## config.mk

```make
export PLATFORM = sky130hd
export DESIGN_NAME = fsm_state_monitor
export DESIGN_NICKNAME = d
export VERILOG_FILES = /design/src/rtl/fsm_mon_pkg.sv /design/src/rtl/fsm_state_monitor_sat_counter.sv /design/src/rtl/fsm_state_monitor.sv
export SDC_FILE = /design/constraint.sdc
export NUM_CORES = 1
export LEC_CHECK = 0
export BUFFER_PORTS_ARGS = -buffer_cell sky130_fd_sc_hd__buf_4
export CORE_UTILIZATION = 50
export DETAILED_ROUTE_END_ITERATION = 12
export GPL_TIMING_DRIVEN = 0
export HOLD_SLACK_MARGIN = 0.15
export PLACE_DENSITY = 0.69
export REMOVE_ABC_BUFFERS = 1
export SLEW_MARGIN = 20
export SYNTH_ARGS = -nofsm -noshare
export SYNTH_HDL_FRONTEND = slang
export SYNTH_HIERARCHICAL = 1
export SYNTH_SLANG_ARGS = --single-unit
```

## constraint.sdc

```tcl
create_clock -name clk -period 3.45 [get_ports clk]
set_input_delay 0.1725 -clock clk [delete_from_list [all_inputs] [get_ports clk]]
set_output_delay 0.1725 -clock clk [all_outputs]
set_load 0.005 [all_outputs]
```

## src/rtl/fsm_mon_pkg.sv

```systemverilog
// Shared types and constants for the FSM state monitor: monitor states,
// read-port register map and the default legal-transition table.
package fsm_mon_pkg;

  typedef enum logic [1:0] {
    ST_IDLE  = 2'd0,
    ST_ARMED = 2'd1,
    ST_TRACK = 2'd2
  } mon_state_t;

  localparam logic [2:0] ADDR_VISITED   = 3'd0;
  localparam logic [2:0] ADDR_TRANS     = 3'd1;
  localparam logic [2:0] ADDR_ILLEGAL   = 3'd2;
  localparam logic [2:0] ADDR_FIRST_BAD = 3'd3;
  localparam logic [2:0] ADDR_MAX_DWELL = 3'd4;
  localparam logic [2:0] ADDR_FLAGS     = 3'd5;
  localparam logic [2:0] ADDR_UNREACHED = 3'd6;

  // Legal changes: 00->01, 01->00, 10->00.
  localparam logic [15:0] DEFAULT_LEGAL_MAP = 16'h0112;

endpackage

```

## src/rtl/fsm_state_monitor_sat_counter.sv

```systemverilog
// Saturating up-counter with synchronous reset/clear and a load-to-one
// input used to restart an episode count.
module sat_counter #(
  parameter int unsigned W = 16
) (
  input  logic         clk,
  input  logic         rst,
  input  logic         clr,
  input  logic         inc,
  input  logic         load1,
  output logic [W-1:0] q
);

  always_ff @(posedge clk) begin
    if (rst || clr) begin
      q <= '0;
    end else if (load1) begin
      q <= W'(1);
    end else if (inc && (q != '1)) begin
      q <= q + W'(1);
    end
  end

endmodule

```

## src/rtl/fsm_state_monitor.sv

```systemverilog
// Passive observer of an FSM state register: visited-state tracking,
// legal-transition checking, dwell measurement and a one-cycle read port.
module fsm_state_monitor
  import fsm_mon_pkg::*;
#(
  parameter int unsigned STATE_W     = 2,
  parameter int unsigned NUM_STATES  = 4,
  parameter logic [NUM_STATES*NUM_STATES-1:0] LEGAL_MAP = DEFAULT_LEGAL_MAP,
  parameter int unsigned STALL_LIMIT = 255,
  parameter int unsigned CNT_W       = 16
) (
  input  logic                  clk,
  input  logic                  rst,
  input  logic                  mon_en,
  input  logic [STATE_W-1:0]    state_in,
  input  logic                  clear,
  input  logic                  rd_req,
  input  logic [2:0]            rd_addr,
  output logic                  rd_ack,
  output logic [31:0]           rd_data,
  output logic [NUM_STATES-1:0] visited,
  output logic                  illegal_err,
  output logic                  stall_err
);

  mon_state_t              r_state;
  mon_state_t              w_state_next;
  logic [STATE_W-1:0]      r_prev;
  logic [NUM_STATES-1:0]   r_visited;
  logic [2*STATE_W-1:0]    r_first_bad;
  logic [CNT_W-1:0]        r_max_dwell;
  logic                    r_illegal_err;
  logic                    r_stall_err;
  logic                    r_rd_ack;
  logic [31:0]             r_rd_data;

  logic [CNT_W-1:0]        w_dwell;
  logic [CNT_W-1:0]        w_trans_cnt;
  logic [CNT_W-1:0]        w_illegal_cnt;
  logic [CNT_W-1:0]        w_dwell_next;
  logic [NUM_STATES-1:0]   w_unreached;
  logic [31:0]             w_rd_mux;
  logic                    w_first;
  logic                    w_cmp;
  logic                    w_change;
  logic                    w_same;
  logic                    w_illegal;
  logic                    w_sample;
  logic                    w_stall_hit;

  // The arming sample (ARMED) is already compared against prev, so it can
  // count the very first change after leaving IDLE.
  assign w_first   = mon_en && (r_state == ST_IDLE);
  assign w_cmp     = mon_en && (r_state != ST_IDLE);
  assign w_change  = w_cmp && (state_in != r_prev);
  assign w_same    = w_cmp && (state_in == r_prev);
  assign w_illegal = w_change && !LEGAL_MAP[{r_prev, state_in}];
  assign w_sample  = w_first || w_cmp;

  always_comb begin
    w_dwell_next = w_dwell;
    if (w_first || w_change) begin
      w_dwell_next = CNT_W'(1);
    end else if (w_same && (w_dwell != '1)) begin
      w_dwell_next = w_dwell + CNT_W'(1);
    end
  end

  assign w_stall_hit = w_sample && (w_dwell_next == CNT_W'(STALL_LIMIT));

  sat_counter #(.W(CNT_W)) u_dwell (
    .clk   (clk),
    .rst   (rst),
    .clr   (clear),
    .inc   (w_same),
    .load1 (w_first || w_change),
    .q     (w_dwell)
  );

  sat_counter #(.W(CNT_W)) u_trans_cnt (
    .clk   (clk),
    .rst   (rst),
    .clr   (clear),
    .inc   (w_change),
    .load1 (1'b0),
    .q     (w_trans_cnt)
  );

  sat_counter #(.W(CNT_W)) u_illegal_cnt (
    .clk   (clk),
    .rst   (rst),
    .clr   (clear),
    .inc   (w_illegal),
    .load1 (1'b0),
    .q     (w_illegal_cnt)
  );

  always_ff @(posedge clk) begin
    if (rst) begin
      r_state <= ST_IDLE;
    end else begin
      r_state <= w_state_next;
    end
  end

  always_comb begin
    w_state_next = r_state;
    case (r_state)
      ST_IDLE:  if (mon_en) w_state_next = ST_ARMED;
      ST_ARMED: if (mon_en) w_state_next = ST_TRACK;
      ST_TRACK: w_state_next = ST_TRACK;
      default:  w_state_next = ST_IDLE;
    endcase
    if (clear) begin
      w_state_next = ST_IDLE;
    end
  end

  always_ff @(posedge clk) begin
    if (rst || clear) begin
      r_prev        <= '0;
      r_visited     <= '0;
      r_first_bad   <= '0;
      r_max_dwell   <= '0;
      r_illegal_err <= 1'b0;
      r_stall_err   <= 1'b0;
    end else begin
      if (w_sample) begin
        r_visited[state_in] <= 1'b1;
      end
      if (w_first || w_change) begin
        r_prev <= state_in;
      end
      if (w_change && (w_dwell > r_max_dwell)) begin
        r_max_dwell <= w_dwell;
      end
      if (w_illegal) begin
        r_illegal_err <= 1'b1;
        if (!r_illegal_err) begin
          r_first_bad <= {r_prev, state_in};
        end
      end
      if (w_stall_hit) begin
        r_stall_err <= 1'b1;
      end
    end
  end

  assign w_unreached = ~r_visited;

  always_comb begin
    w_rd_mux = '0;
    case (rd_addr)
      ADDR_VISITED:   w_rd_mux = 32'(r_visited);
      ADDR_TRANS:     w_rd_mux = 32'(w_trans_cnt);
      ADDR_ILLEGAL:   w_rd_mux = 32'(w_illegal_cnt);
      ADDR_FIRST_BAD: w_rd_mux = 32'(r_first_bad);
      ADDR_MAX_DWELL: w_rd_mux = 32'(r_max_dwell);
      ADDR_FLAGS:     w_rd_mux = 32'({r_stall_err, r_illegal_err});
      ADDR_UNREACHED: w_rd_mux = 32'(w_unreached);
      default:        w_rd_mux = '0;
    endcase
  end

  // Read data is captured from pre-update values and is unaffected by clear.
  always_ff @(posedge clk) begin
    if (rst) begin
      r_rd_ack  <= 1'b0;
      r_rd_data <= '0;
    end else begin
      r_rd_ack <= rd_req;
      if (rd_req) begin
        r_rd_data <= w_rd_mux;
      end
    end
  end

  assign rd_ack      = r_rd_ack;
  assign rd_data     = r_rd_data;
  assign visited     = r_visited;
  assign illegal_err = r_illegal_err;
  assign stall_err   = r_stall_err;

endmodule
```

# Yosys cells after proc, flatten, opt, wreduce, memory -nomap -nowiden
# Memories as Yosys holds them, arrays and structs flattened.
# Cells that the tools add are included.
# Widths: inputs -> output; s select.
[totals]
register_bits = 111
latch_bits = 0
ramBits = 0
rom_bits = 16
input_bits = 10
output_inout_bits = 39
elab_cells = 69
n_memories = 1
[op_classes]
addsub = 3
multipliers = 0
n_div = 0
order_cmp = 4
n_eq_ne = 16
n_shift = 0
n_mux = 9
bitwise = 3
reduce_logical = 21
[mem_list]
columns = ["memory", "depth", "word_bits", "rd", "rd_clocked_by_memory_dff", "wr", "line", "text"]
rows = [
  ["(name not given)", 16, 1, 1, 0, 0, "fsm_state_monitor.sv:57", "assign w_illegal = w_change && !LEGAL_MAP[{r_prev, state_in}];"],
]
[ops]
columns = ["cell", "count"]
rows = [
  ["$pmux 16 s7", 1],
  ["$add 16x1->16 const B", 3],
  ["$ne 16x16->1 const B", 3],
  ["$mux 16", 2],
  ["$eq 16x8->1 const B", 1],
  ["$gt 16x16->1", 1],
  ["$logic_and 1x1->1", 11],
  ["$eq 3x3->1 const B", 3],
  ["$eq 3x2->1 const B", 2],
  ["$pmux 2 s3", 1],
  ["$lt 4x5->1 const B", 1],
  ["$mux 2", 2],
  ["$ne 2x2->1 const B", 2],
  ["$not 4->4", 1],
  ["$or 4x4->4", 1],
  ["$reduce_and 2->1", 2],
  ["$eq 3x1->1 const B", 1],
  ["$logic_not 3->1", 1],
  ["$logic_or 1x1->1", 3],
  ["$lt 2x3->1 const B", 1],
  ["$demux 1 s2", 1],
  ["$eq 2x1->1 const B", 1],
  ["$eq 2x2->1", 1],
  ["$eq 2x2->1 const B", 1],
  ["8 further kinds", 9],
]

# Longest topological paths before layout
# Gate-level depths: netlist of the first run.
[logic_depth]
word_depth = 8
depth_mapped = 9
mapped_depth_nobuf = 9

# By module
# Netlist of the first run, hierarchy kept.
[by_module_without_submodules]
columns = ["mod", "n_inst", "cells_per_inst", "area_each_um2", "seq_area_each_um2"]
rows = [
  ["fsm_state_monitor", 1, 399, 3155.5, 940.9],
  ["sat_counter", 3, 95, 847.1, 320.3],
]

# Worst setup path before layout of the first run
# OpenSTA, ideal clock, no wires.
[synth_timing]
path_kind = "flip-flop to flip-flop"
from = "register u_dwell.q[0]"
to = "register r_stall_err (netlist: stall_err)"
setup_time_ns = 0.079
arrival_time_ns = 2.377
required_ns = 3.371
slack_ns = 0.993
path_stages_with_launch = 9
path_buffers = 1
period_less_slack_ns = 2.457
path_cell_list = "dfxtp_1 ha_1 nand3_1 or4_1 buf_2 a41oi_1 a31oi_1 or4_1 a211oi_2"
[synth_via]
elab_chain_len = 6
word_cells_on_any_way = 7
classes_between = "add/sub (1); eq/ne (2); mux (2); reduce/logical (2)"
[synth_rtl]
columns = ["item", "line", "text"]
rows = [
  ["start, declared", "fsm_state_monitor_sat_counter.sv:11", "output logic [W-1:0] q"],
  ["start signal, assigned", "fsm_state_monitor_sat_counter.sv:20", "q <= q + W'(1);"],
  ["parallel branches: the longest is 2 deep, another holds $add 16x1->16", "--", ""],
  ["$mux 16 *", "fsm_state_monitor.sv:64", "end else if (w_same && (w_dwell != '1)) begin"],
  ["$mux 16 *", "--", ""],
  ["$eq 16x8->1 *", "fsm_state_monitor.sv:69", "assign w_stall_hit = w_sample && (w_dwell_next == CNT_W'(STALL_LIMIT));"],
  ["$logic_and 1x1->1 *", "fsm_state_monitor.sv:69", ""],
  ["end signal, assigned", "fsm_state_monitor.sv:126", "r_stall_err <= 1'b0;"],
  ["end signal, assigned", "fsm_state_monitor.sv:144", "r_stall_err <= 1'b1;"],
  ["end, declared", "fsm_state_monitor.sv:33", "logic r_stall_err;"],
]
# Every way passes the cells marked *.
# A chain may end at the register's enable or synchronous reset.

# Worst setup path after layout of the first run
[layout_timing]
from = "register r_state[0]"
to = "register u_illegal_cnt.q[14]"
[layout_via]
elab_chain_len = 5
[layout_rtl]
columns = ["item", "line", "text"]
rows = [
  ["start, declared", "fsm_state_monitor.sv:26", "mon_state_t r_state;"],
  ["start signal, assigned", "fsm_state_monitor.sv:102", "r_state <= w_state_next;"],
  ["$reduce_bool 2->1", "fsm_state_monitor.sv:54", "assign w_cmp = mon_en && (r_state != ST_IDLE);"],
  ["$logic_and 1x1->1", "fsm_state_monitor.sv:54", ""],
  ["$logic_and 1x1->1", "fsm_state_monitor.sv:55", "assign w_change = w_cmp && (state_in != r_prev);"],
  ["net w_change", "fsm_state_monitor.sv:45", "logic w_change;"],
  ["$logic_and 1x1->1", "fsm_state_monitor.sv:57", ""],
  ["net w_illegal", "fsm_state_monitor.sv:47", "logic w_illegal;"],
  ["$logic_and 1x1->1", "fsm_state_monitor_sat_counter.sv:19", "end else if (inc && (q != '1)) begin"],
  ["end signal, assigned", "fsm_state_monitor_sat_counter.sv:20", ""],
  ["end, declared", "fsm_state_monitor_sat_counter.sv:11", ""],
]
# The timed path passes the listed nets, and every way through them passes these cells.

==> flow_metrics.env, run 1 <==
export IMPL_outcome="finished clean"
export IMPL_max_clock_freq_ghz=0.332
export IMPL_synthTopCellsByArea="dfxtp_1, mux2i_1, nand2_1, ha_1, a21oi_1"
export IMPL_crit_fanout=6
export IMPL_die_w_um=109
export IMPL_tightest_slew_ns=0.935
export IMPL_layout_common_cells="dfxtp_1, nand2_1, nor2_1"
export IMPL_synth_edf_count=0
export IMPL_end_kind="flip-flop"
export IMPL_synthFlopType="dfxtp_1"
export IMPL_synth_distinct_cells=60
export IMPL_clock_root_buffer="clkbuf_16"
export IMPL_fin_util_pct=57.4
export IMPL_gp_congestion=0.926
export IMPL_postRouteAntennaNets=0
export IMPL_overflow=0
export IMPL_grt_pass1_vias=4843
export IMPL_hold_viol=0
export IMPL_rows=38
export IMPL_grt_pass1_wl_mm=23.2
export IMPL_clock_skew_ns=0.0102
export IMPL_port_buffers=32
export IMPL_p_total_mw=2.25
export IMPL_swShare_pct=23.0
export IMPL_diodes=0
export IMPL_core_um2=11000
export IMPL_synthesis_area_um2=5700
export IMPL_yosysWarnings=6
export IMPL_postSynthAreaPerCell_um2=8.33
export IMPL_htree_levels=3
export IMPL_p_sw_uw=519
export IMPL_finalCritPeriodShare_pct=87.4
export IMPL_seqPwrFrac_pct=49.4
export IMPL_met3_length_um=519
export IMPL_fin_tns_setup_ns=0
export IMPL_finalSetupViolations=0
export IMPL_comb_power_share_pct=5.7
export IMPL_internal_power_mw=1.73
export IMPL_via_per_inst=6.08
export IMPL_die_h_um=109
export IMPL_hp_class="input port to flip-flop"
export IMPL_wire_per_inst_um=16.2
export IMPL_final_common_cell="dfxtp_1"
export IMPL_synthToLayoutAreaGrowth_pct=10.7
export IMPL_syn_inst=684
export IMPL_yosys_register_bits=95
export IMPL_clockPowerShare_pct=45.0
export IMPL_drt_iter0_markers=308
export IMPL_crit_type="flip-flop to flip-flop"
export IMPL_start_util_pct=51.9
export IMPL_routed_wl_mm=13.7
export IMPL_p_per_area_nw_per_um2=357
export IMPL_cts_buffer_depth=2
export IMPL_drive_gt1_share_pct=13.5
export IMPL_clkTransAtPathRegs_ns=0.07
export IMPL_ys_seq_area_share_pct=33.4
export IMPL_startpoint_type="flip-flop"
export IMPL_min_period_ns=3.02
export IMPL_worstPathRequired_ns=3.69
export IMPL_cap_violations=0
export IMPL_dieArea_um2=11800
export IMPL_grt_util_all_layers_pct=24.6
export IMPL_critPathBufInv=1
export IMPL_cts_tree="done"
export IMPL_first_pass_iters=5
export IMPL_post_cts_setup_buffers=0
export IMPL_cts_made_buffers=9
export IMPL_antenna_found_initial=0
export IMPL_p_leak_nw=2.24
export IMPL_route_detailed_drc=0
export IMPL_stdcell_count=844
export IMPL_vias=5133
export IMPL_cts_sinks=95
export IMPL_fin_nets=732
export IMPL_routed_wl_met2_mm=6.67
export IMPL_maxSlewViolCount=0
export IMPL_cts_resized=0
export IMPL_grt_setup_unrepaired="false"
export IMPL_ios=49
export IMPL_ir_worst_vdd_mv=0.251
export IMPL_slew_headroom_pct=37.2
export IMPL_path_cells="inv_1, ha_1, nand2b_1, a21oi_1, o21a_1, nand4_1, nor4_1, a31oi_1, a41o_1"
export IMPL_fin_area_um2=6310
export IMPL_clock_latency_ns=0.34
export IMPL_grt_max_degree=29
export IMPL_worst_ep_arrival_time_ns=3.25
export IMPL_synth_top_area_share_pct=33.4
export IMPL_hpwl_mm=9.93
export IMPL_slowest_delay_ns=0.60
export IMPL_async_flop_share_pct=0
export IMPL_dp_cells=825
export IMPL_cpMaxStageDelayCell="a21oi_1"
export IMPL_crit_family="compound AO/OA/AOI/OAI gates"
export IMPL_synth_area_leader_cell="dfxtp_1"
export IMPL_wl_met1_mm=6.19
export IMPL_place_area_um2=5970
export IMPL_top_layer="met4"
[timing repair]
item                                    4_1_cts  5_1_grt
hold buffers                                  3        0
hold endpoints to repair                      6        0
endpoints found under the setup margin        0        0
[cells by family after synthesis]
logic type | Yosys count | share of synthesized area, %
simple gates | 261 | 24.8
compound gates | 172 | 21.0
flops | 95 | 33.4
buf+inv | 82 | 6.72
mux | 34 | 6.46
fa+ha+maj | 23 | 5.05
xor+xnor | 16 | 2.46
other cells | 1 | 0.0658
[per-layer routing]
| layer | vias up | GRT usage [%] |
|---|---|---|
| met5 | - | 0 |
| met4 | 0 | 9.17 |
| met3 | 27 | 4.78 |
| met2 | 111 | 41.1 |
| met1 | 2480 | 31.3 |
| li1 | 2515 | - |
[synthesized netlist by cell type (all sizes together) (2+ instances only)]
library cell	n
clkbuf	27
o311a	3
inv	28
and3	17
a41oi	3
or3	19
o31ai	12
a22oi	26
dfxtp	95
nand3	16
mux4	2
o211ai	5
mux2i	30
nor3	7
and4	8
o41ai	3
ha	23
a31oi	12
a41o	7
xnor2	15
nand2	77
a21oi	40
o21bai	4
a211oi	5
o21a	7
buf	26
nor2	53
nand2b	4
nor4	6
o21ai	35
mux2	2
nor2b	6
or2	3
nand4	26
or4	14
a21o	5
[sequential cells by signal (all words and copies together) (netlist names)]
signal and count:
illegal_err 1, u_trans_cnt/q 16, u_dwell/q 16, r_first_bad 4, rd_ack 1, stall_err 1, rd_data 16, r_state 2
r_max_dwell 16, r_prev 2, visited 4, u_illegal_cnt/q 16
[worst reg2reg max path: cells and delay by family, from the launching register on]
| kind | cells | cell delay [ns] |
|---|---|---|
| AND/OR/NAND/NOR | 3 | 0.90 |
| AO/OA/AOI/OAI | 4 | 1.39 |
| adder cells (fa/ha/maj) | 1 | 0.23 |
| buffers and inverters | 1 | 0.07 |
| flip-flops | 1 | 0.33 |
[final cells by class]
type,count,area (µm²)
clock buffers,12,246
clock inverters,4,55.1
fillers,985,4680
inverters,29,109
multi-input cells,528,3540
flip-flops and latches,95,1900
well taps,140,175
repair buffers,36,282
[final timing paths]
kind / startpoint / end / slack, ns / cells past startpoint
max reg2reg: r_state[0] / u_illegal_cnt/q[14] / 0.43 / 9
max: r_state[0] / u_illegal_cnt/q[14] / 0.43 / 9
min: mon_en / r_prev[1] / 0.15 / 3
min reg2reg: rd_data[2] / rd_data[2] / 0.47 / 2
[through the flow]
step | hold WS [ns] | setup WS [ns]
2_1_floorplan | 0.239 | 0.962
3_3_place_gp | 0.461 | 0.526
3_5_place_dp | 0.459 | 0.455
4_1_cts | 0.151 | 0.437
5_1_grt | 0.177 | 0.199
6_report | 0.154 | 0.434
[power by group through the flow]
stage	sequential [mW]	combinational, mW	clock, mW
after global routing	1.11	0.143	1.08
after global placement	1.14	0.118	0
final	1.11	0.128	1.01
after detailed placement	1.14	0.124	0
after CTS	1.11	0.127	1.03
after floorplan	1.13	0.0706	0
No activity file was read; power rests on OpenSTA's default activity.
==> run 2, diff against run 1 <==
--- a/config.mk
+++ b/config.mk
@@ -5,12 +5,13 @@
 export SDC_FILE = /design/constraint.sdc
 export NUM_CORES = 1
 export LEC_CHECK = 0
+export ABC_AREA = 1
 export BUFFER_PORTS_ARGS = -buffer_cell sky130_fd_sc_hd__buf_4
 export CORE_UTILIZATION = 50
 export DETAILED_ROUTE_END_ITERATION = 12
 export GPL_TIMING_DRIVEN = 0
 export HOLD_SLACK_MARGIN = 0.15
-export PLACE_DENSITY = 0.69
+export PLACE_DENSITY = 0.68
 export REMOVE_ABC_BUFFERS = 1
 export SLEW_MARGIN = 20
 export SYNTH_ARGS = -nofsm -noshare
==> run 2 against run 1 <==
  * The flow now finishes with violations (DRC)
  * Die area grew 6.1%
  * Synthesized cell count rose by 36%
  * Global-route usage fell by 0.35 points
  * Area after synthesis is 6.2% higher
  * Worst setup slack improved by 0.39 ns
  * Cell area grew 4.6%
==> flow_metrics.env, run 2 <==
export IMPL_critical_path_endpoint="u_illegal_cnt/q[9]"
export IMPL_synth_edf_count=0
export IMPL_syn_inst=933
export IMPL_clock_root_buffer="clkbuf_16"
export IMPL_synthToLayoutAreaGrowth_pct=8.97
export IMPL_crit_type="input port to flip-flop"
export IMPL_worst_ep_arrival_time_ns=2.92
export IMPL_finalSetupViolations=0
export IMPL_first_pass_iters=9
export IMPL_fin_tns_setup_ns=0
export IMPL_routed_wl_mm=14.5
export IMPL_tightest_slew_ns=0.879
export IMPL_overflow=0
export IMPL_finalCritPeriodShare_pct=76.3
export IMPL_p_per_area_nw_per_um2=346
export IMPL_route_detailed_drc=3
export IMPL_clkTransAtPathRegs_ns=0.07
export IMPL_comb_power_share_pct=8.2
export IMPL_synthesis_area_um2=6050
export IMPL_synth_area_leader_cell="dfxtp_1"
export IMPL_vias=5678
export IMPL_fin_nets=990
export IMPL_grt_max_degree=26
export IMPL_p_total_mw=2.28
export IMPL_reg2regPathDepth=13
export IMPL_diodes=0
export IMPL_post_cts_setup_buffers=0
export IMPL_slew_headroom_pct=41.0
export IMPL_async_flop_share_pct=0
export IMPL_synthFlopType="dfxtp_1"
export IMPL_cts_made_buffers=9
export IMPL_hpwl_mm=10.5
export IMPL_multi_input_area_um2=3600
export IMPL_end_kind="flip-flop"
export IMPL_hp_class="input port to flip-flop"
export IMPL_wire_per_inst_um=13.1
export IMPL_yosys_register_bits=95
export IMPL_clock_latency_ns=0.35
export IMPL_p_sw_uw=570
export IMPL_drive_gt1_share_pct=9.98
export IMPL_violations="DRC"
export IMPL_path_cells="dlygate4sd3_1, buf_4, inv_2, nand2_1, nand2_2, nand2_4, inv_2, nor2_4, inv_2, nor3_1, nand2_2, nand2_4, nand2_1, nand2_1, nand2_1, nor2_1"
export IMPL_dieArea_um2=12500
export IMPL_r2r_end="u_illegal_cnt/q[9]"
export IMPL_final_common_cell="nand2_1"
export IMPL_drt_iter0_markers=333
export IMPL_fill_cells=1200
export IMPL_synth_top_area_share_pct=31.4
export IMPL_ys_seq_area_share_pct=31.4
export IMPL_p_leak_nw=2.43
export IMPL_slowest_delay_ns=0.59
export IMPL_htree_levels=3
export IMPL_ir_worst_vdd_mv=0.222
export IMPL_startpoint_type="input port"
export IMPL_cts_buffer_depth=2
export IMPL_via_per_inst=5.14
export IMPL_r2r_setup_slack_ns=0.85
export IMPL_ios=49
export IMPL_grt_setup_unrepaired="false"
export IMPL_grt_pass1_wl_mm=24.2
export IMPL_seqPwrFrac_pct=48.9
export IMPL_synth_common_cells="nand2_1, nor2_1, dfxtp_1"
export IMPL_hold_viol=0
export IMPL_grt_util_all_layers_pct=24.2
export IMPL_yosysWarnings=6
export IMPL_postSynthAreaPerCell_um2=6.49
export IMPL_port_buffers=32
export IMPL_min_period_ns=2.63
export IMPL_seq_area_um2=1900
export IMPL_antenna_found_initial=0
export IMPL_swShare_pct=24.9
export IMPL_outcome="complete, but fails checks"
export IMPL_clockPowerShare_pct=42.9
export IMPL_crit_fanout=23
export IMPL_internal_power_mw=1.71
export IMPL_synthTopCellsByArea="dfxtp_1, nand2_1, nor2_1, a21oi_1, nand3_1"
export IMPL_post_synth_top_count_cell="nand2_1"
export IMPL_die_h_um=112
export IMPL_cp_startpoint="state_in[0]"
export IMPL_cts_sinks=95
export IMPL_postRouteAntennaNets=0
export IMPL_maxSlewViolCount=0
export IMPL_layout_common_cells="nand2_1, nor2_1, dfxtp_1"
export IMPL_cap_violations=0
export IMPL_worstPathRequired_ns=3.74
export IMPL_r2r_start="r_state[0]"
export IMPL_core_um2=11600
export IMPL_rows=39
export IMPL_start_util_pct=52.1
export IMPL_max_clock_freq_ghz=0.380
export IMPL_cpMaxStageDelayCell="nor3_1"
export IMPL_critPathMostFrequentCell="nand2_1"
export IMPL_die_w_um=112
export IMPL_cts_tree="done"
export IMPL_synth_distinct_cells=41
export IMPL_gp_congestion=0.855
export IMPL_grt_pass1_vias=4967
export IMPL_clock_skew_ns=0.00742
-- run 2: cell count changes after synthesis, sizes merged, moves of 30 or more --
cell	delta
nor2	+114
nand3	+64
inv	+58
mux2i	-30
a21oi	+38
nand2	+197
-- run 2: worst min path at each step --
stage | endpoint | slack [ns] | start | cells past startpoint
floorplan | rd_data[0] | 0.24 | rst | 1
global placement | rd_data[4] | 0.45 | rd_data[4] | 2
detailed placement | rd_data[10] | 0.46 | rd_data[10] | 2
CTS | rd_ack | 0.16 | rst | 2
global route | rd_ack | 0.17 | rst | 2
finish | rd_ack | 0.17 | rst | 2
-- run 2: layout make-up --
| type | count | area share (%) |
|---|---|---|
| Clock inverter | 3 | 0.360 |
| Inverter | 90 | 5.16 |
| Clock buffer | 13 | 4.10 |
| Timing Repair Buffer | 36 | 4.25 |
| Tap cell | 143 | 2.71 |
| Sequential cell | 95 | 28.8 |
| Multi-Input combinational cell | 725 | 54.6 |
-- run 2: power groups by stage --
stage	Clock, mW	Combinational (mW)	Sequential, mW
floorplan	0	0.125	1.14
global placement	0	0.182	1.14
detailed placement	0	0.183	1.14
CTS	1.01	0.187	1.12
global route	1.05	0.211	1.12
finish	0.980	0.187	1.12
-- run 2: layer usage --
layer,GRT usage [%],vias up,share of wire [%],routed length (µm)
li1,-,3025,-,-
met1,32.1,2543,48,6910
met2,40.3,101,47,6800
met3,5.08,9,4.4,644
met4,6.13,0,0.98,142
met5,0,-,0,0
-- run 2: critical path: cells and delay by family --
| family | cells | cell delay, ns |
|---|---|---|
| AND/OR/NAND/NOR | 11 | 1.88 |
| buffers and inverters | 5 | 0.86 |
-- run 2: cell families after synthesis --
logic type | after synthesis | share of synthesized area (%)
buffers and inverters | 130 | 10.2
xor gates and xnor gates | 9 | 1.30
other | 1 | 0.0620
and+or+nand+nor | 540 | 40.0
adders and majority gates | 23 | 4.76
DFF | 95 | 31.4
AOI/OAI and AO/OA | 135 | 12.3
-- run 2: through the flow --
step	hold slack, ns	cell area, µm²	setup WS (ns)	instances	utilization (%)
floorplan	0.242	5840	1.35	910	-
global placement	0.454	6260	0.873	1085	53.9
detailed placement	0.456	6260	0.871	1085	53.9
CTS	0.165	6600	0.866	1105	56.8
global route	0.168	6600	0.534	1105	56.8
finish	0.169	6600	0.819	1105	56.8
-- run 2: timing repair --
item                                   in CTS  in global routing
endpoints found under the hold margin       9                  0
resized for setup                           0                  0
hold buffers                                4                  0
